File: src/rtl/proc_controller.sv
// Instruction register and T0..T3 timestep sequencer for the 10-bit processor.
// Control outputs are a combinational decode of (step, ir_q); T0 only strobes ir_load.
module proc_controller #(
  parameter int IR_W  = 10,
  parameter int OP_W  = 4,
  parameter int SEL_W = 2
) (
  input  logic             CLK,
  input  logic             CLRb,
  input  logic [IR_W-1:0]  Data_in,
  output logic [IR_W-1:0]  ir_q,
  output logic [1:0]       step,
  output logic             ext_en,
  output logic             rd_en,
  output logic [SEL_W-1:0] rd_sel,
  output logic             wr_en,
  output logic [SEL_W-1:0] wr_sel,
  output logic             a_load,
  output logic             g_load,
  output logic             g_en,
  output logic [OP_W-1:0]  alu_op,
  output logic             ir_load,
  output logic             done
);

  typedef enum logic [1:0] {T0 = 2'd0, T1 = 2'd1, T2 = 2'd2, T3 = 2'd3} step_e;

  localparam logic [OP_W-1:0] OP_LOAD = 4'b0000;
  localparam logic [OP_W-1:0] OP_MOV  = 4'b0001;
  localparam logic [OP_W-1:0] OP_ADD  = 4'b0010;
  localparam logic [OP_W-1:0] OP_SUB  = 4'b0011;
  localparam logic [OP_W-1:0] OP_INV  = 4'b0100;
  localparam logic [OP_W-1:0] OP_FLP  = 4'b0101;
  localparam logic [OP_W-1:0] OP_AND  = 4'b0110;
  localparam logic [OP_W-1:0] OP_OR   = 4'b0111;
  localparam logic [OP_W-1:0] OP_XOR  = 4'b1000;

  step_e            step_q, step_d;
  logic [SEL_W-1:0] rx, ry;
  logic [OP_W-1:0]  op;

  assign rx   = ir_q[IR_W-1 -: SEL_W];
  assign ry   = ir_q[IR_W-1-SEL_W -: SEL_W];
  assign op   = ir_q[IR_W-1-2*SEL_W -: OP_W];
  assign step = step_q;

  always_comb begin
    ext_en  = 1'b0;
    rd_en   = 1'b0;
    rd_sel  = '0;
    wr_en   = 1'b0;
    wr_sel  = '0;
    a_load  = 1'b0;
    g_load  = 1'b0;
    g_en    = 1'b0;
    alu_op  = '0;
    done    = 1'b0;
    // Gated by CLRb so the capture strobe is low for the whole reset window.
    ir_load = (step_q == T0) && CLRb;

    if (step_q != T0) begin
      alu_op = op;
      case (op)
        OP_LOAD: begin
          if (step_q == T1) begin
            ext_en = 1'b1;
            wr_en  = 1'b1;
            wr_sel = rx;
            done   = 1'b1;
          end
        end
        OP_MOV: begin
          if (step_q == T1) begin
            rd_en  = 1'b1;
            rd_sel = ry;
            wr_en  = 1'b1;
            wr_sel = rx;
            done   = 1'b1;
          end
        end
        OP_ADD, OP_SUB, OP_AND, OP_OR, OP_XOR: begin
          case (step_q)
            T1: begin
              rd_en  = 1'b1;
              rd_sel = rx;
              a_load = 1'b1;
            end
            T2: begin
              rd_en  = 1'b1;
              rd_sel = ry;
              g_load = 1'b1;
            end
            default: begin
              g_en   = 1'b1;
              wr_en  = 1'b1;
              wr_sel = rx;
              done   = 1'b1;
            end
          endcase
        end
        OP_INV, OP_FLP: begin
          if (step_q == T1) begin
            rd_en  = 1'b1;
            rd_sel = ry;
            g_load = 1'b1;
          end else if (step_q == T2) begin
            g_en   = 1'b1;
            wr_en  = 1'b1;
            wr_sel = rx;
            done   = 1'b1;
          end
        end
        default: done = 1'b1;
      endcase
    end

    if (done || step_q == T3) step_d = T0;
    else                      step_d = step_e'(step_q + 2'd1);
  end

  always_ff @(posedge CLK or negedge CLRb) begin
    if (!CLRb) begin
      step_q <= T0;
      ir_q   <= '0;
    end else begin
      step_q <= step_d;
      if (ir_load) ir_q <= Data_in;
    end
  end

endmodule

File: config.mk
export PLATFORM = sky130hd
export DESIGN_NAME = proc_controller
export DESIGN_NICKNAME = d
export VERILOG_FILES = /design/src/rtl/proc_controller.sv
export SDC_FILE = /design/constraint.sdc
export NUM_CORES = 1
export LEC_CHECK = 0
export ABC_CLOCK_PERIOD_IN_PS = 2000
export BUFFER_PORTS_ARGS = -buffer_cell sky130_fd_sc_hd__clkbuf_2
export CAP_MARGIN = 20
export CORE_MARGIN = 5
export CORE_UTILIZATION = 35
export CTS_CLUSTER_DIAMETER = 50
export DETAILED_ROUTE_END_ITERATION = 8
export PLACE_DENSITY = 0.66
export SLEW_MARGIN = 20
export SYNTH_ARGS = -nofsm -noshare
export SYNTH_HDL_FRONTEND = slang
export SYNTH_SLANG_ARGS = --single-unit
File: constraint.sdc
create_clock -name CLK -period 2 [get_ports CLK]
set_input_delay 0.6 -clock CLK [delete_from_list [all_inputs] [get_ports CLK]]
set_output_delay 0.6 -clock CLK [all_outputs]
set_load 0.01 [all_outputs]
# Word level (Yosys, flattened, before mapping)
# Index checks and enable logic that the tools add are counted.
dict set report op_classes {
  n_eq_ne 11
  n_mux 31
  n_reduce_logical 10
  addsub 1
}
# cell count
set op_table {}
lappend op_table {{4-bit by 3-bit equality test with 1-bit output, second input constant} 4}
lappend op_table {{2-bit 2-to-1 mux} 8}
lappend op_table {{1-bit 2-to-1 mux} 14}
lappend op_table {{4-bit by 2-bit equality test with 1-bit output, second input constant} 2}
lappend op_table {{2-bit one-hot mux with 2 select lines} 2}
lappend op_table {{1-bit one-hot mux with 2 select lines} 3}
lappend op_table {{1-bit one-hot mux with 3 select lines} 2}
lappend op_table {{2-bit one-hot mux with 3 select lines} 1}
lappend op_table {{2-bit OR reduction} 3}
lappend op_table {{5-bit OR reduction} 1}
lappend op_table {{2-bit equality test, second input constant} 2}
lappend op_table {{4-bit by 1-bit equality test with 1-bit output, second input constant} 1}
lappend op_table {{4-bit equality test, second input constant} 1}
lappend op_table {{4-bit zero test} 1}
lappend op_table {{4-bit 2-to-1 mux} 1}
lappend op_table {{3-bit OR reduction} 1}
lappend op_table {{2-bit by 1-bit adder with 2-bit output, second input constant} 1}
lappend op_table {{2-bit by 1-bit equality test with 1-bit output, second input constant} 1}
lappend op_table {{2-bit zero test} 1}
lappend op_table {{2-bit nonzero test} 1}
lappend op_table {{1-bit logical AND} 1}
lappend op_table {{1-bit logical OR} 1}
dict set report totals {
  elab_cells 55
  output_inout_bits 28
  input_bits 12
  ff_bits 12
}

# Logic depth before layout (Yosys ltp)
dict set report depth {
  ltp_word 7
  depth_mapped 6
  mapped_depth_nobuf 6
}

# Least setup slack after synthesis
# OpenSTA, ideal clock, no wires.
dict set report synth_path {
  path_type {register to output}
  start {reg ir_q[4]}
  end {out rd_sel[1]}
  required_time_ns 1.400
  n_path_buf 1
  slack_ns -0.151
  arrival_time_ns 1.551
  path_stages_with_launch 6
  path_cell_list {dfrtp_1 > buf_6 > or4b_4 > o21ai_2 > nand4_1 > a31oi_1}
}
dict set report synth_between {
  elab_chain_len 4
  word_cells_on_any_way 12
  cone_classes {eq/ne (8); mux (2); reduce/logical (2)}
}
# element line
set synth_rtl {}
lappend synth_rtl {{start, declared} 11} ;# output logic [IR_W-1:0] ir_q,
lappend synth_rtl {{start signal, assigned} 127} ;# if (ir_load) ir_q <= Data_in;
lappend synth_rtl {{4-bit by 2-bit equality test with 1-bit output, or another cell as far along} 63} ;# case (op)
lappend synth_rtl {{5-bit OR reduction / 3-bit OR reduction (equally long branches)} --}
lappend synth_rtl {{2-bit one-hot mux with 2 select lines *} 63}
lappend synth_rtl {{2-bit 2-to-1 mux *} 61} ;# if (step_q != T0) begin
lappend synth_rtl {{end, declared} 15} ;# output logic [SEL_W-1:0] rd_sel,
# Every way passes the cells marked *; elsewhere a longest branch is shown, timed or not.

# Worst setup path after layout
dict set report layout_path {
  start {reg ir_q[2]}
  end {out rd_sel[0]}
}
# Same word-level chain as after synthesis.

==> metrics.log <==
INFO  metric synthesis.instances = 94
INFO  metric arrival = 1790 ps
INFO  metric grt_first_pass_wirelength = 4436 um
INFO  metric pre_cts_ws = -132.3 ps
INFO  metric drt_drc = 0
INFO  metric outcome = finished with violations
INFO  metric drt-initial-drc-count = 17
INFO  metric synth-edff-count = 0
INFO  metric finalWeightedCongestion = 0.8153
INFO  metric crit_fanout = 3
INFO  metric viasPerCell = 4.974
INFO  metric postSynthNetCount = 110
INFO  metric synth_cell_types = 30
INFO  metric peakVddDrop = 0.001049 V
INFO  metric critical_path.endpoint_type = primary output
INFO  metric cts_made_buffers = 3
INFO  metric timing.setup.critical_path_class = register to primary output
INFO  metric fin_util = 65.98%
INFO  metric timing_worst_slew_pin_value = 203.2 ps
INFO  metric grt_setup_unrepaired = yes
INFO  metric route.vias.total = 955
INFO  metric design.core.area = 2255 sq um
INFO  metric detail_route.wirelength = 2657 um
INFO  metric worst_setup_hold_path_clk_slew = 70 ps
INFO  metric diodes = 0
INFO  metric finish.net_count = 181
INFO  metric number_of_antenna_violations_at_the_first_check_in_global_routing = 0
INFO  metric critPathLaunchType = register
INFO  metric die_width = 59.09 um
INFO  metric grt_pass1_vias = 996
INFO  metric clock_sink_count = 12
INFO  metric final-setup-viol-count = 12
INFO  metric main_synth_ff_type = dfrtp_1
INFO  metric postSynthAreaPerCell = 8.971 sq um
INFO  metric yosys_register_bits = 12
INFO  metric timing.final.crit_period = 2386 ps
INFO  metric detailed_place_hpwl = 2031 um
INFO  metric area.growth.synth_to_final = 76.41%
INFO  metric initial_core_util = 37.40%
INFO  metric cellPowerDensity = 1923 nW/um^2
INFO  metric grt-ovfl-total = 0
INFO  metric pin_count_of_the_biggest_net_entering_global_routing = 13
INFO  metric finalHoldViolations = 0
INFO  metric buffers_from_clock_root_to_sink_at_most = 2
INFO  metric drv.max_cap_violation_count = 0
INFO  metric floorplan.die_area = 3491 sq um
INFO  metric layout_worst_path_cycle_share = 119.3%
INFO  metric min-delay-path-class = input pin to asynchronous set/reset pin
INFO  metric avgRoutedWirePerCell = 13.84 um
INFO  metric timing.critical_path.required = 1400 ps
INFO  metric core.rowCount = 17
INFO  metric globalRouteTotalUtil = 16.46%
INFO  metric drt-pass1-iter-count = 4
INFO  metric failed_checks = negative setup slack
INFO  metric detail-route-antenna-nets = 0
INFO  metric ctsRootBufferMaster = clkbuf_4
INFO  metric clock_skew = 1.230 ps
INFO  metric relSlewSlack = 86.33%
INFO  metric final_layout_size_suffix_gt1_share = 67.07%
INFO  metric post-route-worst-setup-slack = -386.3 ps
INFO  metric place.port_buffers = 39
INFO  metric yosysSeqAreaShare = 35.61%
INFO  metric synthArstFlopShare = 100.0%
INFO  metric p_leak = 0.7315 nW
INFO  metric die_y = 59.09 um
INFO  metric ios = 40
INFO  metric clk_lat_worst_skew = 270 ps
INFO  metric cts_max_level = 1
INFO  metric syn-cell-area = 843.3 sq um
INFO  metric max_clock_freq = 0.4191 GHz
INFO  metric synth-warning-count = 0
INFO  metric tritoncts_clock_tree = done
INFO  metric number_of_max_slew_violations_in_the_final_report = 0
## metrics by stage
| stage | TNS (ps) | hold slack, ps | total power [mW] | area [sq um] | std cells |
|---|---|---|---|---|---|
| floorplan | -193.9 | 304.4 | 1.454 | 880.8 | 94 |
| global placement | -442.8 | 490.7 | 2.141 | 1239 | 179 |
| detailed placement | -643.7 | 502.0 | 2.183 | 1239 | 179 |
| CTS | -3161 | 273.8 | 2.632 | 1383 | 185 |
| global route | -4403 | 287.9 | 3.085 | 1488 | 192 |
| finish | -2986 | 291.0 | 2.860 | 1488 | 192 |
## flip-flops by register name, summed over array words and instances (netlist names)
signal	count
ir_q	10
step	2
## path summary, 6_finish.rpt
kind / depth (start not counted) / start / end / slack (ps)
setup / recovery: 5 / ir_q[2] / rd_sel[0] / -390
hold / removal: 2 / CLRb / ir_q[7] / 290
setup reg to reg: 8 / step[1] / step[1] / 290
hold reg to reg: 1 / ir_q[1] / ir_q[1] / 520
max in group asynchronous: 2 / CLRb / ir_q[4] / 1560
min in group CLK: 1 / ir_q[1] / ir_q[1] / 520
## repair_timing
action / CTS / global route
gates cloned: 0 / 1
endpoints found under the hold margin: 0 / 0
hold buffers: 0 / 0
setup buffers: 3 / 8
endpoints found under the setup margin: 12 / 12
pin swaps: 9 / 5
gates resized for setup: 24 / 20
## cell families (layout without fill, tap and decap cells)
family                   after synthesis  after routing  synth area share [%]
multiplexers                           8              8                 10.68
buffers and inverters                 10             80                 7.121
AND/OR/NAND/NOR                       44             44                 28.64
AO/OA/AOI/OAI                         16             16                 12.02
flip-flops                            12             12                 35.61
adder cells (fa/ha/maj)                4              4                 5.935
## synth_stat cells (2+ instances only)
cell type / instances / share of area [%]
o21ai_0: 4 / 2.4
nand4_1: 2 / 1.5
nor3_1: 2 / 1.2
and3_1: 2 / 1.5
ha_1: 4 / 5.9
nand2_1: 7 / 3.1
nand2b_1: 2 / 1.5
dfrtp_1: 12 / 36
nand3_1: 6 / 3.6
a31oi_1: 4 / 3.0
a21oi_1: 3 / 1.8
nor2b_1: 5 / 3.7
mux2_2: 8 / 11
inv_1: 6 / 2.7
buf_6: 3 / 4.0
nor2_1: 10 / 4.5
## worst max-delay path: stages, from the launching register on
cell and delay [ps]:
dfrtp_1 400, or4b_4 560, nor2_4 120, nand3_1 90, a31oi_2 190, buf_2 150
## where the power goes
| group | leakage (nW) | switching, mW | internal, mW |
|---|---|---|---|
| clock | 0.0210 | 0.0772 | 0.111 |
| sequential | 0.143 | 0.105 | 0.368 |
| combinational | 0.567 | 1.05 | 1.15 |
## placed cells by master (no fill, tap or decap), types with 3 or more instances in the layout
cell,count
nor2_4,3
dfrtp_1,12
nor2_1,6
a31oi_2,3
mux2_2,8
buf_6,6
clkbuf_2,30
inv_1,3
buf_4,24
nand2_1,6
clkbuf_4,3
nand3_1,6
buf_2,8
inv_2,3
## per-layer routing
layer / track usage [%] / up-vias / routed length [um]
met2: 30.28 / 25 / 1435
li1: - / 475 / -
met1: 18.47 / 453 / 1043
met3: 3.050 / 2 / 159
met5: 0 / - / 0
met4: 6.472 / 0 / 18
## cell type report
type                       count  area, sq um
clock buffer                   4        36.28
fill                         185        767.0
inverter                       6        22.52
multi-input combinational     72        610.6
sequential                    12        300.3
tap                           28        35.03
timing repair buffer          70        483.0
Note: power is estimated with default switching activity, not from simulation.
